--- src/rtl/mul_pipe_ctrl.sv ---
// RV32M multiply wrapper: decodes MUL/MULH/MULHSU/MULHU into magnitudes, drives the tree
// multiplier, restores sign and picks a word. Optional hi/lo fusion under MUL_HILO_FUSE_EN.

module mul #(
    parameter int W   = 32,
    parameter int TYP = 0
) (
    input  logic [W-1:0]   a,
    input  logic [W-1:0]   b,
    output logic [2*W-1:0] p
);
    // Behavioural stand-in for the dadda/wallace trees; both reduce to the same product.
    generate
        if (TYP == 0) begin : g_dadda
            assign p = {{W{1'b0}}, a} * {{W{1'b0}}, b};
        end else begin : g_wallace
            assign p = {{W{1'b0}}, a} * {{W{1'b0}}, b};
        end
    endgenerate
endmodule

module mul_pipe_ctrl #(
    parameter int XLEN    = 32,
    parameter int MUL_TYP = 0
) (
    input  logic            clk_i,
    input  logic            rst_ni,
    input  logic            flush_i,
    input  logic            in_valid_i,
    output logic            in_ready_o,
    input  logic [1:0]      op_i,
    input  logic [XLEN-1:0] rs1_i,
    input  logic [XLEN-1:0] rs2_i,
    output logic            out_valid_o,
    input  logic            out_ready_i,
    output logic [XLEN-1:0] result_o
);
    logic              s1_valid, s1_neg, s1_hi;
    logic [XLEN-1:0]   s1_a, s1_b;
    logic [2*XLEN-1:0] p, r_full;
    logic              sa_in, sb_in, s2_free, s1_adv, accept, fuse_hit, s1_load;
    logic [XLEN-1:0]   a_mag, b_mag;

    // MUL treats a as signed too: the low word is identical either way, and the sign
    // bits double as the fusion signedness tag.
    assign sa_in   = (op_i != 2'b11) & rs1_i[XLEN-1];
    assign sb_in   = (op_i == 2'b01) & rs2_i[XLEN-1];
    assign a_mag   = sa_in ? -rs1_i : rs1_i;
    assign b_mag   = sb_in ? -rs2_i : rs2_i;

    assign s2_free    = !out_valid_o | out_ready_i;
    assign s1_adv     = s1_valid & s2_free;
    assign in_ready_o = !s1_valid | s1_adv;
    assign accept     = in_valid_i & in_ready_o & !flush_i;
    assign s1_load    = accept & !fuse_hit;

    mul #(.W(XLEN), .TYP(MUL_TYP)) u_mul (
        .a (s1_a),
        .b (s1_b),
        .p (p)
    );

    assign r_full = s1_neg ? -p : p;

`ifdef MUL_HILO_FUSE_EN
    logic              tag_valid, tag_sa, tag_sb;
    logic [XLEN-1:0]   tag_rs1, tag_rs2, s1_rs1, s1_rs2;
    logic              s1_sa, s1_sb;
    logic [2*XLEN-1:0] tag_r;

    // Only with S1 empty, so the fused MUL cannot overtake an older op.
    assign fuse_hit = accept & (op_i == 2'b00) & !s1_valid & s2_free & tag_valid &
                      (tag_rs1 == rs1_i) & (tag_rs2 == rs2_i) &
                      (tag_sa == sa_in) & (tag_sb == sb_in);

    always_ff @(posedge clk_i or negedge rst_ni) begin
        if (!rst_ni) begin
            tag_valid <= 1'b0;
            tag_sa    <= 1'b0;
            tag_sb    <= 1'b0;
            tag_rs1   <= '0;
            tag_rs2   <= '0;
            tag_r     <= '0;
        end else if (flush_i || fuse_hit) begin
            tag_valid <= 1'b0;
        end else if (s1_adv) begin
            tag_valid <= s1_hi;
            tag_sa    <= s1_sa;
            tag_sb    <= s1_sb;
            tag_rs1   <= s1_rs1;
            tag_rs2   <= s1_rs2;
            tag_r     <= r_full;
        end
    end
`else
    assign fuse_hit = 1'b0;
`endif

    always_ff @(posedge clk_i or negedge rst_ni) begin
        if (!rst_ni) begin
            s1_valid <= 1'b0;
            s1_neg   <= 1'b0;
            s1_hi    <= 1'b0;
            s1_a     <= '0;
            s1_b     <= '0;
`ifdef MUL_HILO_FUSE_EN
            s1_rs1   <= '0;
            s1_rs2   <= '0;
            s1_sa    <= 1'b0;
            s1_sb    <= 1'b0;
`endif
        end else if (flush_i) begin
            s1_valid <= 1'b0;
        end else if (in_ready_o) begin
            s1_valid <= s1_load;
            if (s1_load) begin
                s1_a   <= a_mag;
                s1_b   <= b_mag;
                s1_neg <= sa_in ^ sb_in;
                s1_hi  <= (op_i != 2'b00);
`ifdef MUL_HILO_FUSE_EN
                s1_rs1 <= rs1_i;
                s1_rs2 <= rs2_i;
                s1_sa  <= sa_in;
                s1_sb  <= sb_in;
`endif
            end
        end
    end

    always_ff @(posedge clk_i or negedge rst_ni) begin
        if (!rst_ni) begin
            out_valid_o <= 1'b0;
            result_o    <= '0;
        end else if (flush_i) begin
            out_valid_o <= 1'b0;
        end else if (s2_free) begin
            out_valid_o <= s1_valid | fuse_hit;
            if (s1_valid) begin
                result_o <= s1_hi ? r_full[2*XLEN-1:XLEN] : r_full[XLEN-1:0];
            end
`ifdef MUL_HILO_FUSE_EN
            else if (fuse_hit) begin
                result_o <= tag_r[XLEN-1:0];
            end
`endif
        end
    end
endmodule

--- config.mk ---
export PLATFORM = sky130hd
export DESIGN_NAME = mul_pipe_ctrl
export DESIGN_NICKNAME = d
export VERILOG_FILES = /design/src/rtl/mul_pipe_ctrl.sv
export SDC_FILE = /design/constraint.sdc
export NUM_CORES = 2
export LEC_CHECK = 0
export ABC_CLOCK_PERIOD_IN_PS = 22700
export BUFFER_PORTS_ARGS = -buffer_cell sky130_fd_sc_hd__clkbuf_2
export CAP_MARGIN = 20
export CORE_UTILIZATION = 35
export CTS_BUF_LIST = sky130_fd_sc_hd__clkbuf_4
export DETAILED_ROUTE_END_ITERATION = 6
export SYNTH_ARGS = -nofsm -noshare
export SYNTH_HDL_FRONTEND = slang
export SYNTH_SLANG_ARGS = --single-unit
--- constraint.sdc ---
create_clock -name clk_i -period 22.7 [get_ports clk_i]
set_input_delay 3.405 -clock clk_i [delete_from_list [all_inputs] [get_ports clk_i]]
set_output_delay 3.405 -clock clk_i [all_outputs]
set_load 0.005 [all_outputs]
# Yosys cells after proc, flatten, opt, wreduce, memory -nomap -nowiden
# Index checks and enable logic that the tools add are counted.
op_classes:
  n_reduce_logical: 8
  n_shift: 0
  addsub: 3
  multipliers: 1
  n_div: 0
  n_eq_ne: 2
  n_mux: 8
  magnitude_cmp: 0
  bitwise_logic: 9
op_table:
  columns: ["cell", "count"]
  rows:
  - ["$mux 32", 3]
  - ["$mul 32x32->64", 1]
  - ["$mux 64", 1]
  - ["$neg 32->32", 2]
  - ["$neg 64->64", 1]
  - ["$reduce_and 3->1", 2]
  - ["$reduce_bool 2->1", 3]
  - ["$and 1x1->1", 5]
  - ["$mux 1", 4]
  - ["$logic_not 1->1", 3]
  - ["$eq 2x1->1 const B", 1]
  - ["$ne 2x2->1 const B", 1]
  - ["$or 1x1->1", 2]
  - ["$not 1->1", 1]
  - ["$xor 1x1->1", 1]
totals:
  memories: 0
  in_bits: 71
  wordCells: 38
  latch_bits: 0
  output_inout_bits: 34
  mem_bits_rw: 0
  ff_bits: 100
  rom_bits: 0

# Logic depth before layout (Yosys ltp)
logic_depth:
  word_depth: 8
  ltp_mapped: 33
  depth_no_buf: 29

# Modules after synthesis
# From an unflattened synthesis, not the netlist that was laid out.
unflattened:
  cells_unflattened: 4503
  area_unflattened_um2: 40053.4
by_module_without_submodules:
  columns: ["mod", "n_inst", "cells_per_inst", "area_each_um2"]
  rows:
  - ["mul", 1, 3680, 33256.9]
  - ["mul_pipe_ctrl", 1, 823, 6796.5]

# Worst setup path after synthesis
# Ideal clock, no wire load.
synth_path:
  path_kind: "flip-flop to flip-flop"
  start: "reg s1_a[26]"
  end: "reg result_o[23]"
  n_path_buf: 2
  path_slack_ps: 14305
  period_less_slack_ps: 8395
  arrival_time_ps: 8269
  path_stages_with_launch: 28
  path_cell_list: "dfrtp_1 clkbuf_1 and2_1 fa_1 fa_1 inv_1 fa_1 fa_1 inv_1 fa_1 fa_1 fa_1 inv_1 fa_1 inv_1 ha_1 buf_2 a21oi_2 o21ai_1 a211o_1 a221oi_2 o21a_4 xnor2_1 or4b_4 or2_4 nor4_2 mux2_1 a221o_1"
synth_between:
  elab_chain_len: 4
synth_rtl:
  columns: ["element", "line_no", "rtl"]
  rows:
  - ["start: declaration", "39", "logic [XLEN-1:0] s1_a, s1_b;"]
  - ["start signal: assignment", "117", "s1_a <= a_mag;"]
  - ["$mul 32x32->64 *", "15", "assign p = {{W{1'b0}}, a} * {{W{1'b0}}, b};"]
  - ["$neg 64->64", "63", "assign r_full = s1_neg ? -p : p;"]
  - ["$mux 64 *", "63", null]
  - ["$mux 32 *", "140", "result_o <= s1_hi ? r_full[2*XLEN-1:XLEN] : r_full[XLEN-1:0];"]
  - ["end signal: assignment", "140", null]
  - ["end: declaration", "36", "output logic [XLEN-1:0] result_o"]
# Mark *: on every way between the ends. The rest lies on a longest branch, timed or not.
# A chain may end at the register's enable or synchronous reset.

# Worst setup path after layout
layout_path:
  start: "reg s1_b[5]"
  end: "reg result_o[23]"
layout_between:
  elab_chain_len: 4
layout_rtl:
  columns: ["element", "line_no", "rtl"]
  rows:
  - ["start: declaration", "39", null]
  - ["start signal: assignment", "118", "s1_b <= b_mag;"]
  - ["$mul 32x32->64 *", "15", null]
  - ["$neg 64->64", "63", null]
  - ["$mux 64 *", "63", null]
  - ["$mux 32 *", "140", null]
# Marks and branches as above.

==> summary.txt <==
Run status
  – Status: finished clean

Global routing
  – Total Routing Usage GR: 0.220
  – Global-route wire length before repair: 207000 um
  – Initial antenna violation count: 1
  – Largest net degree at the start of global routing: 94
  – Overflow after GRT: 0
  – Number of global-route vias before repair: roughly 35000

Detailed routing
  – DRT antenna net count: 0
  – DR WL/cell: 20.1 um
  – DRT Pass-1 Iters: 6
  – Via count: approximately 33000
  – Vias/cell: around 5.2
  – 1st-iter DRT viols: 2175
  – Total wire length: 128000 um
  – DRC: 0

Synth
  – Cells after Synth: 4837
  – Yosys warns: 0
  – Synthesized net count: approximately 6100
  – Synth area leader: fa_1
  – Top-count cell post-synth: inv_1
  – Primary FF master, synth: dfrtp_1
  – Top cells by area, synth: fa_1 (43%), and2_1 (8.8%), inv_1 (8.1%)
  – Number of distinct library cells after synthesis: 109
  – Synth Cell Area: 41900 um2
  – Number of synthesized register bits: 100
  – Most common library cells after synthesis: inv_1 (900), fa_1 (896), nand2_1 (688)
  – Top cell type's share of synthesized area: 0.428
  – Post-synthesis sequential area ratio: 0.0597
  – Syn avg cell area: between 8 and 9 um2
  – Post-synth EDFFs: 0
  – Async SR Flop Fraction: 1.00

Clock network
  – H-Tree Depth: 3
  – Clock transition at path regs: 0.24 ns
  – Root buffer cell: clkbuf_4
  – CTS tree: done
  – Clk Latency, worst-skew pair: 0.67 ns
  – CTS Buf Count: 9
  – Clock Sinks: 100
  – Clock buffer depth: 2
  – Post-CTS setup buffers: 0
  – Resize count post-CTS: 0
  – Hold_buf cts: 0

Floorplan
  – CORE AREA: 118000 um2
  – Die outline width: 348 um
  – Die Ht: 348 um
  – Full die area: between 100000 and 150000 um2
  – Starting Density: 0.354
  – Row cnt: 126
  – I/O Pins: 105

Worst setup path
  – Crit path max fanout: 22
  – Worst r2r dst: result_o[23]$_DFFE_PN0P_
  – Worst Path Arrival: approximately 11 ns
  – R2R Path Start: s1_b[5]$_DFFE_PN0P_
  – CP Capture Type: flip-flop
  – Worst R2R Setup Slack: 12.44 ns
  – CP max stage cell: dfrtp_1
  – Setup Crit Path Kind: reg -> reg
  – Startpoint Class: flip-flop
  – Critical Path RT: 23.28 ns
  – Max incr delay on CP: 0.70 ns
  – CP dominant cell by count: fa_1
  – Reg2reg path depth: 28

Finish
  – Fin area: 44200 um2
  – Nets@finish: 5986
  – Finished Core Util: 0.373
  – Area Overhead vs Synth: 5.45%
  – Share of layout cells above drive strength 1: 0.0565

Timing
  – FMAX: 97.5 MHz
  – Final setup fails: 0
  – Worst Setup Slack, final: 12.44 ns
  – Post-route setup TNS: 0 ns
  – Ratio of final minimum period to clock period: 0.452
  – Tightest Pin Transition: between 0.9 and 1 ns
  – Fin. max-slew vios: 0
  – Slew margin rel.: 0.362
  – Worst Clk Skew: 0.0473 ns
  – Minimum clock period: roughly 10 ns
  – Hold Fails Final Rpt: 0
  – RSZ-0062 raised after global routing: false

Hold path
  – WHS Endpoint: s1_b[23]$_DFFE_PN0P_
  – Hold Path Stages: 2
  – Hold_sp: s1_b[23]$_DFFE_PN0P_
  – HP Class: reg -> reg

Placement
  – Pre-CTS WS: 12.37 ns
  – Dpl hpwl: between 100000 and 150000 um
  – Cell Area, Placed: 44000 um2
  – Gpl congestion: 0.972
  – IO Port Bufs: 104

Job
  – Max-cap viol count: 0
state kept, by name (all words and copies together), names as in the netlist:
signal,cells
s1_neg,1
s1_a,32
s1_hi,1
out_valid_o,1
s1_valid,1
result_o,32
s1_b,32
through the flow:
stage / hold slack (ns) / instances
2_1_floorplan: 0.473 / 4837
3_3_place_gp: 0.466 / 6337
4_1_cts: 0.518 / 6356
6_report: 0.515 / 6360
3_5_place_dp: 0.474 / 6340
5_1_grt: 0.536 / 6359
routing by layer:
layer,track usage,vias up,routed length (um)
li1,-,14700,-
met1,0.317,17100,59000
met2,0.339,1114,56400
met3,0.0463,134,10200
met4,0.0424,0,2380
met5,0,-,0
kinds of logic after synthesis:
kind of cell	count (synthesis)	share of synthesized area
mux	22	0.00544
compound gates	565	0.0900
xor+xnor	117	0.0249
buf+inv	1181	0.107
fa+ha+maj	1162	0.508
flops	100	0.0597
simple gates	1690	0.205
worst max-delay path by stage:
stage / startpoint / to / slack, ns / depth (start not counted)
5_1_grt: s1_b[5]$_DFFE_PN0P_ / result_o[23]$_DFFE_PN0P_ / 12.14 / 28
2_1_floorplan: s1_a[26]$_DFFE_PN0P_ / result_o[23]$_DFFE_PN0P_ / 14.30 / 27
3_3_place_gp: s1_a[12]$_DFFE_PN0P_ / result_o[23]$_DFFE_PN0P_ / 12.29 / 27
3_5_place_dp: s1_a[13]$_DFFE_PN0P_ / result_o[23]$_DFFE_PN0P_ / 12.37 / 27
6_report: s1_b[5]$_DFFE_PN0P_ / result_o[23]$_DFFE_PN0P_ / 12.44 / 28
4_1_cts: s1_a[13]$_DFFE_PN0P_ / result_o[23]$_DFFE_PN0P_ / 12.34 / 27
layout by cell type (no fill, tap or decap), types with 9 or more instances in the layout:
cell      instances
a221o_1           9
a211oi_1         14
ha_1            266
xnor2_1          73
nand4_1          40
a22oi_1           9
clkbuf_2        103
clkbuf_4          9
a21oi_1         135
dfrtp_1          99
a31oi_1          19
o31ai_1          20
nand2_1         688
buf_4            78
nand2b_1         14
nand3_1          29
nor3_1           51
o21ai_1          18
nor2b_1           9
nor4_1           15
or3_1            13
fa_1            896
o21ai_0         146
mux2i_1          16
a21o_1           30
nor2_1          147
and2_1          591
and3_1           17
xor2_1           43
and4_1           10
o211ai_1         22
a211o_1          10
inv_1           900
worst max-delay path: cells and delay by family (launching register included):
kind,cells,cell delay (ns)
fa+ha+maj,9,4.49
simple gates,4,1.71
compound gates,7,2.20
mux,1,0.37
buf+inv,7,0.72
flops,1,0.70
layout make-up:
type,count,area [um2]
timing repair buffer,186,1200
tap,1600,2000
sequential,100,2500
inverter,900,3380
antenna,2,5.00
clock buffer,9,67.6
multi-input combinational,3556,34900
clock inverter,7,90.1
fill,12100,74200
Power is not shown: default switching activity piles up to over one toggle a cycle in this logic, so the estimate is an artifact.
